<file path="config.mk">
export PLATFORM = sky130hd
export DESIGN_NAME = fifo_read_ctrl
export DESIGN_NICKNAME = d
export VERILOG_FILES = /design/src/rtl/fifo_pkg.sv /design/src/rtl/pointer_sync.sv /design/src/rtl/fifo_read_ctrl.sv
export SDC_FILE = /design/constraint.sdc
export NUM_CORES = 1
export LEC_CHECK = 0
export ABC_AREA = 1
export CAP_MARGIN = 5
export CORE_AREA = 2 2 73 47
export CTS_CLUSTER_SIZE = 24
export DETAILED_ROUTE_END_ITERATION = 8
export DIE_AREA = 0 0 75 49
export GPL_TIMING_DRIVEN = 0
export PLACE_DENSITY = 0.82
export SLEW_MARGIN = 20
export SYNTH_ARGS = -nofsm -noshare
export SYNTH_HDL_FRONTEND = slang
export SYNTH_SLANG_ARGS = --single-unit
</file>
<file path="constraint.sdc">
create_clock -name clock -period 3.75 [get_ports clock]
set_input_delay 0.75 -clock clock [delete_from_list [all_inputs] [get_ports clock]]
set_output_delay 0.75 -clock clock [all_outputs]
set_load 0.1 [all_outputs]
</file>
<file path="src/rtl/fifo_pkg.sv">
// Pointer helpers shared by the read- and write-side controllers of the CDC FIFO.
// Narrower pointers are zero-extended to PTR_MAX_WIDTH; both conversions are exact under zero-extension.
package fifo_pkg;

  localparam int PTR_MAX_WIDTH      = 32;
  localparam int FIFO_ADDRESS_WIDTH = 4;

  // Default pointer type: one extra MSB beyond the address separates full from empty.
  typedef logic [FIFO_ADDRESS_WIDTH:0] fifo_ptr_t;
  typedef logic [PTR_MAX_WIDTH-1:0]    ptr_word_t;

  function automatic ptr_word_t bin2gray(input ptr_word_t bin);
    return bin ^ (bin >> 1);
  endfunction

  function automatic ptr_word_t gray2bin(input ptr_word_t gray);
    ptr_word_t bin;
    bin[PTR_MAX_WIDTH-1] = gray[PTR_MAX_WIDTH-1];
    for (int i = PTR_MAX_WIDTH - 2; i >= 0; i--) begin
      bin[i] = bin[i+1] ^ gray[i];
    end
    return bin;
  endfunction

endpackage

</file>
<file path="src/rtl/pointer_sync.sv">
// Multi-bit flop synchroniser for a Gray-coded pointer crossing clock domains.
// Only one bit changes per source update, so the captured value is always a neighbouring pointer.
module pointer_sync #(
  parameter int WIDTH  = 5,
  parameter int STAGES = 2
) (
  input  logic             clock,
  input  logic             reset,
  input  logic [WIDTH-1:0] d,
  output logic [WIDTH-1:0] q
);

  logic [STAGES-1:0][WIDTH-1:0] pipe;

  // NOTE: sequential state uses non-blocking assignments so every stage samples the pre-edge value.
  // NOTE: these flops are reset (unlike the RAM array) so both domains restart from a known pointer.
  always_ff @(posedge clock) begin
    if (reset) begin
      pipe <= '0;
    end else begin
      pipe <= {pipe[STAGES-2:0], d};
    end
  end

  assign q = pipe[STAGES-1];

endmodule

</file>
<file path="src/rtl/fifo_read_ctrl.sv">
// Read-side controller of the CDC FIFO: synchronises the write pointer, derives empty/level,
// and fetches RAM words into a registered valid/ready output stage.
module fifo_read_ctrl
  import fifo_pkg::*;
#(
  parameter int DATA_WIDTH    = 8,
  parameter int ADDRESS_WIDTH = FIFO_ADDRESS_WIDTH,
  parameter int SYNC_STAGES   = 2
) (
  input  logic                     clock,
  input  logic                     reset,
  input  logic [ADDRESS_WIDTH:0]   write_pointer_gray,
  output logic [ADDRESS_WIDTH:0]   read_pointer_gray,
  output logic [ADDRESS_WIDTH-1:0] read_address,
  input  logic [DATA_WIDTH-1:0]    ram_read_data,
  output logic [DATA_WIDTH-1:0]    read_data,
  output logic                     read_valid,
  input  logic                     read_ready,
  output logic                     empty,
  output logic [ADDRESS_WIDTH:0]   level
);

  localparam int PW = ADDRESS_WIDTH + 1;

  logic [PW-1:0] wgray_s;
  logic [PW-1:0] wbin_s;
  logic [PW-1:0] rbin;
  logic [PW-1:0] rbin_next;
  logic          fetch;

  pointer_sync #(
    .WIDTH  (PW),
    .STAGES (SYNC_STAGES)
  ) u_write_pointer_sync (
    .clock (clock),
    .reset (reset),
    .d     (write_pointer_gray),
    .q     (wgray_s)
  );

  assign wbin_s       = PW'(gray2bin(ptr_word_t'(wgray_s)));
  assign rbin_next    = rbin + PW'(1);
  assign empty        = (read_pointer_gray == wgray_s);
  assign level        = wbin_s - rbin;
  assign read_address = rbin[ADDRESS_WIDTH-1:0];

  // Refill the output register whenever it is empty or being drained this cycle.
  assign fetch = !empty && (!read_valid || read_ready);

  always_ff @(posedge clock) begin
    if (reset) begin
      rbin              <= '0;
      read_pointer_gray <= '0;
      read_valid        <= 1'b0;
      read_data         <= '0;
    end else if (fetch) begin
      rbin              <= rbin_next;
      read_pointer_gray <= PW'(bin2gray(ptr_word_t'(rbin_next)));
      read_valid        <= 1'b1;
      read_data         <= ram_read_data;
    end else if (read_valid && read_ready) begin
      read_valid        <= 1'b0;
    end
  end

endmodule

</file>
==> qor.csv, run 1 <==
stage,metric,value,unit
worst_setup_path,endpoint,level[4],
synth,syn-cell-area,0.00149,mm²
drt,dr.max_layer_used,met4,
synth,yosys.area.top_type,dfxtp_1,
timing,skew,0.00236,ns
worst_setup_path,r2r_end,read_pointer_gray[2],
clocking,clock-sinks,28,
timing,period_minus_slack,3.50,ns
synth,synth_edf_count,0,
synth,synth.distinct_cells,22,
synth,synth_fp_nets,236,
min_path,hold_path_class,flip-flop to flip-flop,
drt,final_antenna_net_count,0,
drt,wl_met2,1410,µm
floorplan,fp.dieW,75,µm
drt,drc_errors,0,
timing,slew_headroom,0.344,
global_routing,grt.overflow.total,0,
worst_setup_path,cp-start-kind,flip-flop,
clocking,cts_tree,built,
timing,tightest_slew,0.980,ns
placed_design,gp_congestion,0.829,
final_layout,fin_util,0.659,
drt,vias,1428,
synth,synthTopCellsByArea,"dfxtp_1 38%, nand2_1 14%, nor2_1 7.3%, inv_1 7.1%, a21oi_1 6.4%",
final_layout,syn2layout_area_growth,35.8,%
worst_setup_path,reg2reg_setup_slack,2.13,ns
placed_design,io_buffer_count,39,
global_routing,grt_pass1_wl,5600,µm
worst_setup_path,cp_max_fo,3,
synth,synth_top_area_share,0.377,
synth,synthArstFlopShare,0,
synth,ys_top_cells_by_count,"56 x nand2_1, 29 x nor2_1, 28 x dfxtp_1, 28 x inv_1, 19 x a21oi_1",
clocking,post-cts-setup-buffers,0,
final_layout,drive_gt1_frac,0.0856,
worst_setup_path,cp-startpoint,u_write_pointer_sync.q[4],
drt,via_per_inst,4.73,
synth,yosys_register_bits,28,
global_routing,antenna_found_initial,0,
timing,max_freq,286,MHz
synth,syn_inst,214,
global_routing,grt_usage,0.194,
timing,fin_tns_setup,0,ns
flow_run,cap_violations,0,
final_layout,nNetsFinal,280,
clocking,clkLatencyLatePin,0.27,ns
worst_setup_path,cp-end-kind,primary output,
worst_setup_path,path_buf_inv,3,
placed_design,hpwl,2500,µm
worst_setup_path,cp.arrival,2.75,ns
synth,ys_seq_area_frac,0.377,
clocking,htree_levels,1,
floorplan,std_cell_rows,16,
worst_setup_path,crit_cells,14,
floorplan,start_util,0.485,
timing,hold_viol,0,
global_routing,grt_pass1_vias,1243,
floorplan,core-area,0.00306,mm²
drt,drt-initial-drc-count,53,
worst_setup_path,max_stage_delay,0.43,ns
placed_design,dpl_cell_area,0.00196,mm²
timing,rsz0062_at_grt,false,
worst_setup_path,path_class,flip-flop to primary output,
worst_setup_path,worstReg2RegStart,rbin[0],
clocking,clockBufferDepth,2,
worst_setup_path,required,3.00,ns
timing,hold_ws,0.408,ns
clocking,numCtsBuffers,3,
clocking,clk_pin_slew,0.09,ns
worst_setup_path,crit_family,adder cells,
worst_setup_path,cp_cell_sequence,inv_1 > nand2_1 > nand2_1 > nand2_1 > nand2_1 > inv_1 > nand2_1 > nand2_1 > xor2_1 > ha_1 > fa_1 > o21ai_1 > xnor2_2 > clkbuf_4,
floorplan,pin_count,40,
floorplan,chipHeight,49,µm
drt,finalWirelength,3320,µm
outcome,status,"finished, final reports clean",
drt,wl_met3,189,µm
synth,yosysWarningCount,0,
floorplan,die_area,0.00368,mm²
final_layout,n_antenna_cell,0,
timing,slew_viol_final,0,
synth,avgSynthCellArea,6.95,µm²
timing,setup_violations,0,
timing,period_share,0.934,
global_routing,grt_start_max_net_pins,17,
drt,firstDrtPassIters,4,
worst_setup_path,path_common_cell,nand2_1,
synth,yosysMostFrequentCell,nand2_1,
drt,wl_met1,1700,µm
clocking,cts-root-buf,clkbuf_8,
final_layout,stdcell_area,0.00202,mm²
worst_setup_path,rr_worst_depth,10,
synth,synth_flop_cell,dfxtp_1,
drt,wl_per_cell,11.0,µm
worst_setup_path,slowest_stage,fa_1,
## how the worst min path moves through the flow
stage | startpoint | endpoint | slack [ns] | cells past startpoint
2_1_floorplan | u_write_pointer_sync.pipe[0] | u_write_pointer_sync.q[0] | 0.39 | 2
5_1_grt | u_write_pointer_sync.pipe[1] | u_write_pointer_sync.q[1] | 0.42 | 2
6_report | u_write_pointer_sync.pipe[4] | u_write_pointer_sync.q[4] | 0.41 | 2
4_1_cts | u_write_pointer_sync.pipe[1] | u_write_pointer_sync.q[1] | 0.41 | 2
3_5_place_dp | u_write_pointer_sync.pipe[1] | u_write_pointer_sync.q[1] | 0.40 | 2
3_3_place_gp | u_write_pointer_sync.pipe[4] | u_write_pointer_sync.q[4] | 0.39 | 2
## per-layer routing
layer  vias up  global-route usage
li1        749                   -
met1       627               0.287
met2        48               0.281
met3         4              0.0455
met4         0              0.0506
met5         -                   0
## worst register-to-register path, stage by stage, from the launching register on
cell,delay (ns)
dfxtp_1,0.57
ha_1,0.31
inv_1,0.06
nand2_1,0.06
nand2_1,0.12
inv_1,0.08
nand2_1,0.05
nand2_1,0.08
nand3_1,0.09
nand2_1,0.07
nor2_1,0.04
## per-stage QoR
stage / setup slack (ns) / std cells
after floorplan: 0.111 / 214
after global placement: -0.310 / 298
after detailed placement: -0.352 / 298
after CTS: 0.00303 / 302
after global routing: 0.00885 / 302
final: 0.249 / 302
## repair_timing
action                                  4_1_cts  5_1_grt
hold buffers                                  0        0
gates resized for setup                      10        7
endpoints found under the setup margin        4        4
## sequential cells by signal, indices dropped and copies added, names as in the netlist
register / cells
read_valid: 1
read_pointer_gray: 5
read_data: 8
u_write_pointer_sync.pipe: 5
rbin: 4
u_write_pointer_sync.q: 5
## cell families (layout without fill, tap and decap cells)
family | count (synthesis) | count (layout) | share of synthesized area
flops | 28 | 28 | 0.377
buf+inv | 39 | 82 | 0.114
simple gates | 113 | 113 | 0.342
compound gates | 21 | 21 | 0.0707
fa+ha+maj | 6 | 6 | 0.0556
xor+xnor | 7 | 7 | 0.0412
## layout make-up
type | count | area (µm²)
Fill cell | 282 | 1040
Clock buffer | 3 | 41.3
Sequential cell | 28 | 561
Clock inverter | 1 | 30.0
Inverter | 30 | 113
Timing Repair Buffer | 39 | 382
Multi-Input combinational cell | 147 | 779
Buffer | 9 | 56.3
Tap cell | 45 | 56.3
## cells in the final DEF (no fill, tap or decap), types with 2 or more instances in the layout
| cell type | count |
|---|---|
| xor2_1 | 3 |
| ha_1 | 5 |
| nor2_1 | 29 |
| nand3b_1 | 9 |
| clkbuf_8 | 3 |
| buf_2 | 3 |
| nand2_2 | 2 |
| dfxtp_1 | 28 |
| inv_1 | 28 |
| buf_6 | 2 |
| clkbuf_1 | 3 |
| nand2_1 | 56 |
| a21oi_1 | 19 |
| nand3_1 | 11 |
| xnor2_2 | 2 |
| clkbuf_2 | 2 |
| nand4_1 | 4 |
| clkdlybuf4s50_1 | 34 |
Power of run 1 is left out: the tool's default activity adds up to more than one toggle a clock period on the data nets, which glitch-free logic cannot reach.
==> run 2, diff against run 1 <==
--- a/config.mk
+++ b/config.mk
@@ -7,12 +7,13 @@
 export LEC_CHECK = 0
 export ABC_AREA = 1
 export CAP_MARGIN = 5
-export CORE_AREA = 2 2 73 47
+export CORE_AREA = 2 2 79 51
 export CTS_CLUSTER_SIZE = 24
 export DETAILED_ROUTE_END_ITERATION = 8
-export DIE_AREA = 0 0 75 49
+export DIE_AREA = 0 0 81 53
 export GPL_TIMING_DRIVEN = 0
-export PLACE_DENSITY = 0.82
+export PLACE_DENSITY = 0.74
+export SKIP_CTS_REPAIR_TIMING = 1
 export SLEW_MARGIN = 20
 export SYNTH_ARGS = -nofsm -noshare
 export SYNTH_HDL_FRONTEND = slang
==> constraint.sdc (replaced) <==
create_clock -name clock -period 2.9 [get_ports clock]
set_input_delay 0.58 -clock clock [delete_from_list [all_inputs] [get_ports clock]]
set_output_delay 0.58 -clock clock [all_outputs]
set_load 0.1 [all_outputs]
==> qor.csv, run 2 (synthesis gave the netlist of run 1 again) <==
stage,metric,value,unit,change
min_path,hold_path_class,flip-flop to flip-flop,,
floorplan,die_area,0.00429,mm²,+17%
floorplan,std_cell_rows,17,,+1
clocking,cts_tree,built,,
flow_run,cap_violations,0,,unchanged
final_layout,final_cell_mix,"50 x nand2_1, 33 x clkdlybuf4s50_1, 29 x nor2_1",,
global_routing,grt_start_max_net_pins,17,,unchanged
placed_design,hpwl,2410,µm,-3.6%
min_path,min_to,u_write_pointer_sync.q[3],,
floorplan,pin_count,40,,unchanged
timing,skew,0.00487,ns,+0.00251 ns
worst_setup_path,path_class,flip-flop to primary output,,
placed_design,io_buffer_count,39,,unchanged
timing,fin_ws,-0.0704,ns,-0.319 ns
timing,max_freq,337,MHz,
clocking,clockBufferDepth,2,,unchanged
final_layout,fill_cells,346,,+23%
timing,period_minus_slack,2.97,ns,
worst_setup_path,cp.arrival,2.39,ns,-0.36 ns
timing,slew_viol_final,0,,unchanged
worst_setup_path,reg2reg_setup_slack,1.41,ns,-0.72 ns
floorplan,core-area,0.00353,mm²,+15%
timing,slew_headroom,0.348,,+0.00381
worst_setup_path,cp_max_fo,3,,unchanged
drt,drt-initial-drc-count,77,,+45%
min_path,worstHoldStart,u_write_pointer_sync.pipe[3],,
clocking,clk_pin_slew,0.10,ns,about the same
worst_setup_path,required,2.32,ns,-0.68 ns
global_routing,grt_pass1_wl,5130,µm,-8.3%
drt,vias,1441,,+0.91%
drt,firstDrtPassIters,4,,unchanged
clocking,clkLatencyLatePin,0.28,ns,about the same
final_layout,fin_util,0.605,,-0.0537
final_layout,drive_gt1_frac,0.183,,+0.0976
timing,setup_violations,2,,+2
drt,finalWirelength,3210,µm,-3.4%
timing,period_share,1.02,,
timing,rsz0062_at_grt,true,,
worst_setup_path,r2r_end,read_data[3],,
final_layout,nNetsFinal,285,,+1.8%
drt,wl_per_cell,10.4,µm,-5.6%
final_layout,n_antenna_cell,0,,unchanged
worst_setup_path,worstReg2RegStart,read_pointer_gray[4],,
clocking,clock-sinks,28,,unchanged
global_routing,grt_pass1_vias,1104,,-11%
drt,final_antenna_net_count,0,,unchanged
floorplan,chipHeight,53,µm,+8.2%
drt,via_per_inst,4.66,,-1.4%
placed_design,gp_congestion,0.794,,-4.2%
drt,drc_errors,0,,unchanged
global_routing,grt.overflow.total,0,,unchanged
worst_setup_path,cp-end-kind,primary output,,
floorplan,fp.dieW,81,µm,+8.0%
final_layout,syn2layout_area_growth,43.8,%,
outcome,violations,negative setup slack,,
min_path,whs_path_depth,2,,unchanged
final_layout,layout_commonest_cell,nand2_1,,
clocking,cts-root-buf,clkbuf_8,,
worst_setup_path,cp-startpoint,u_write_pointer_sync.q[3],,
global_routing,antenna_found_initial,0,,unchanged
timing,hold_viol,0,,unchanged
worst_setup_path,rr_worst_depth,8,,-2
timing,tightest_slew,0.975,ns,-0.00570 ns
global_routing,grt_usage,0.150,,-0.0435
outcome,status,"finished, violations left",,
final_layout,largest_reg_flops,8,,unchanged
final_layout,top_register,read_data,,
clocking,numCtsBuffers,3,,unchanged
floorplan,start_util,0.421,,-0.0643
clocking,htree_levels,1,,unchanged
worst_setup_path,cp-start-kind,flip-flop,,
==> run 2: changes by cell type in the layout (fill, tap and decap cells not counted), sizes merged <==
cell | previous run | this run
clkdlybuf4s50 | 34 | 33
buf | 6 | 14
dlymetal6s2s | 1 | 0
clkdlybuf4s15 | 1 | 0
==> run 2: routing by layer <==
metal	wire length, µm	GRT usage	up-vias
li1	-	-	758
met1	1680	0.243	636
met2	1330	0.208	47
met3	191	0.0256	0
met4	0	0.0169	0
met5	0	0	-
==> run 2: metrics by stage <==
step	instance area [µm²]	std cells	setup TNS (ns)	setup WS [ns]	hold slack, ns
floorplan	1540	214	-0.277	-0.168	0.388
global placement	1990	300	-3.31	-1.15	0.389
detailed placement	1990	300	-3.46	-1.19	0.392
CTS	2060	304	-5.38	-1.51	0.406
global route	2140	309	-0.563	-0.206	0.418
finish	2140	309	-0.133	-0.0704	0.399
==> run 2: worst max-delay path by stage <==
| stage | end | slack [ns] | depth (start not counted) |
|---|---|---|---|
| after global placement | level[4] | -1.15 | 14 |
| after floorplan | level[2] | -0.17 | 12 |
| after detailed placement | level[4] | -1.19 | 14 |
| after CTS | level[4] | -1.51 | 14 |
| final | level[2] | -0.07 | 14 |
| after global routing | level[2] | -0.21 | 14 |
==> run 2: critical path, cell delays in order, from the launching register on <==
cell and delay (ns):
dfxtp_2 0.35, inv_2 0.07, nand2_2 0.06, nand2_2 0.07, nand2_1 0.06, nand2_2 0.08
inv_2 0.04, nand2_2 0.05, nand2_2 0.07, xor2_1 0.15, ha_2 0.19, fa_2 0.38
buf_4 0.16, xnor2_2 0.14, buf_6 0.24
==> run 2: area by class of cell <==
cell class / count / area [µm²] / area share
buffer: 9 / 56.3 / 0.0263
clock buffer: 3 / 41.3 / 0.0193
clock inverter: 1 / 30.0 / 0.0141
inverter: 30 / 113 / 0.0527
multi-input combinational: 147 / 833 / 0.390
sequential: 28 / 568 / 0.266
tap: 47 / 58.8 / 0.0275
timing repair buffer: 44 / 437 / 0.204
Power of run 2 is left out for the same reason.
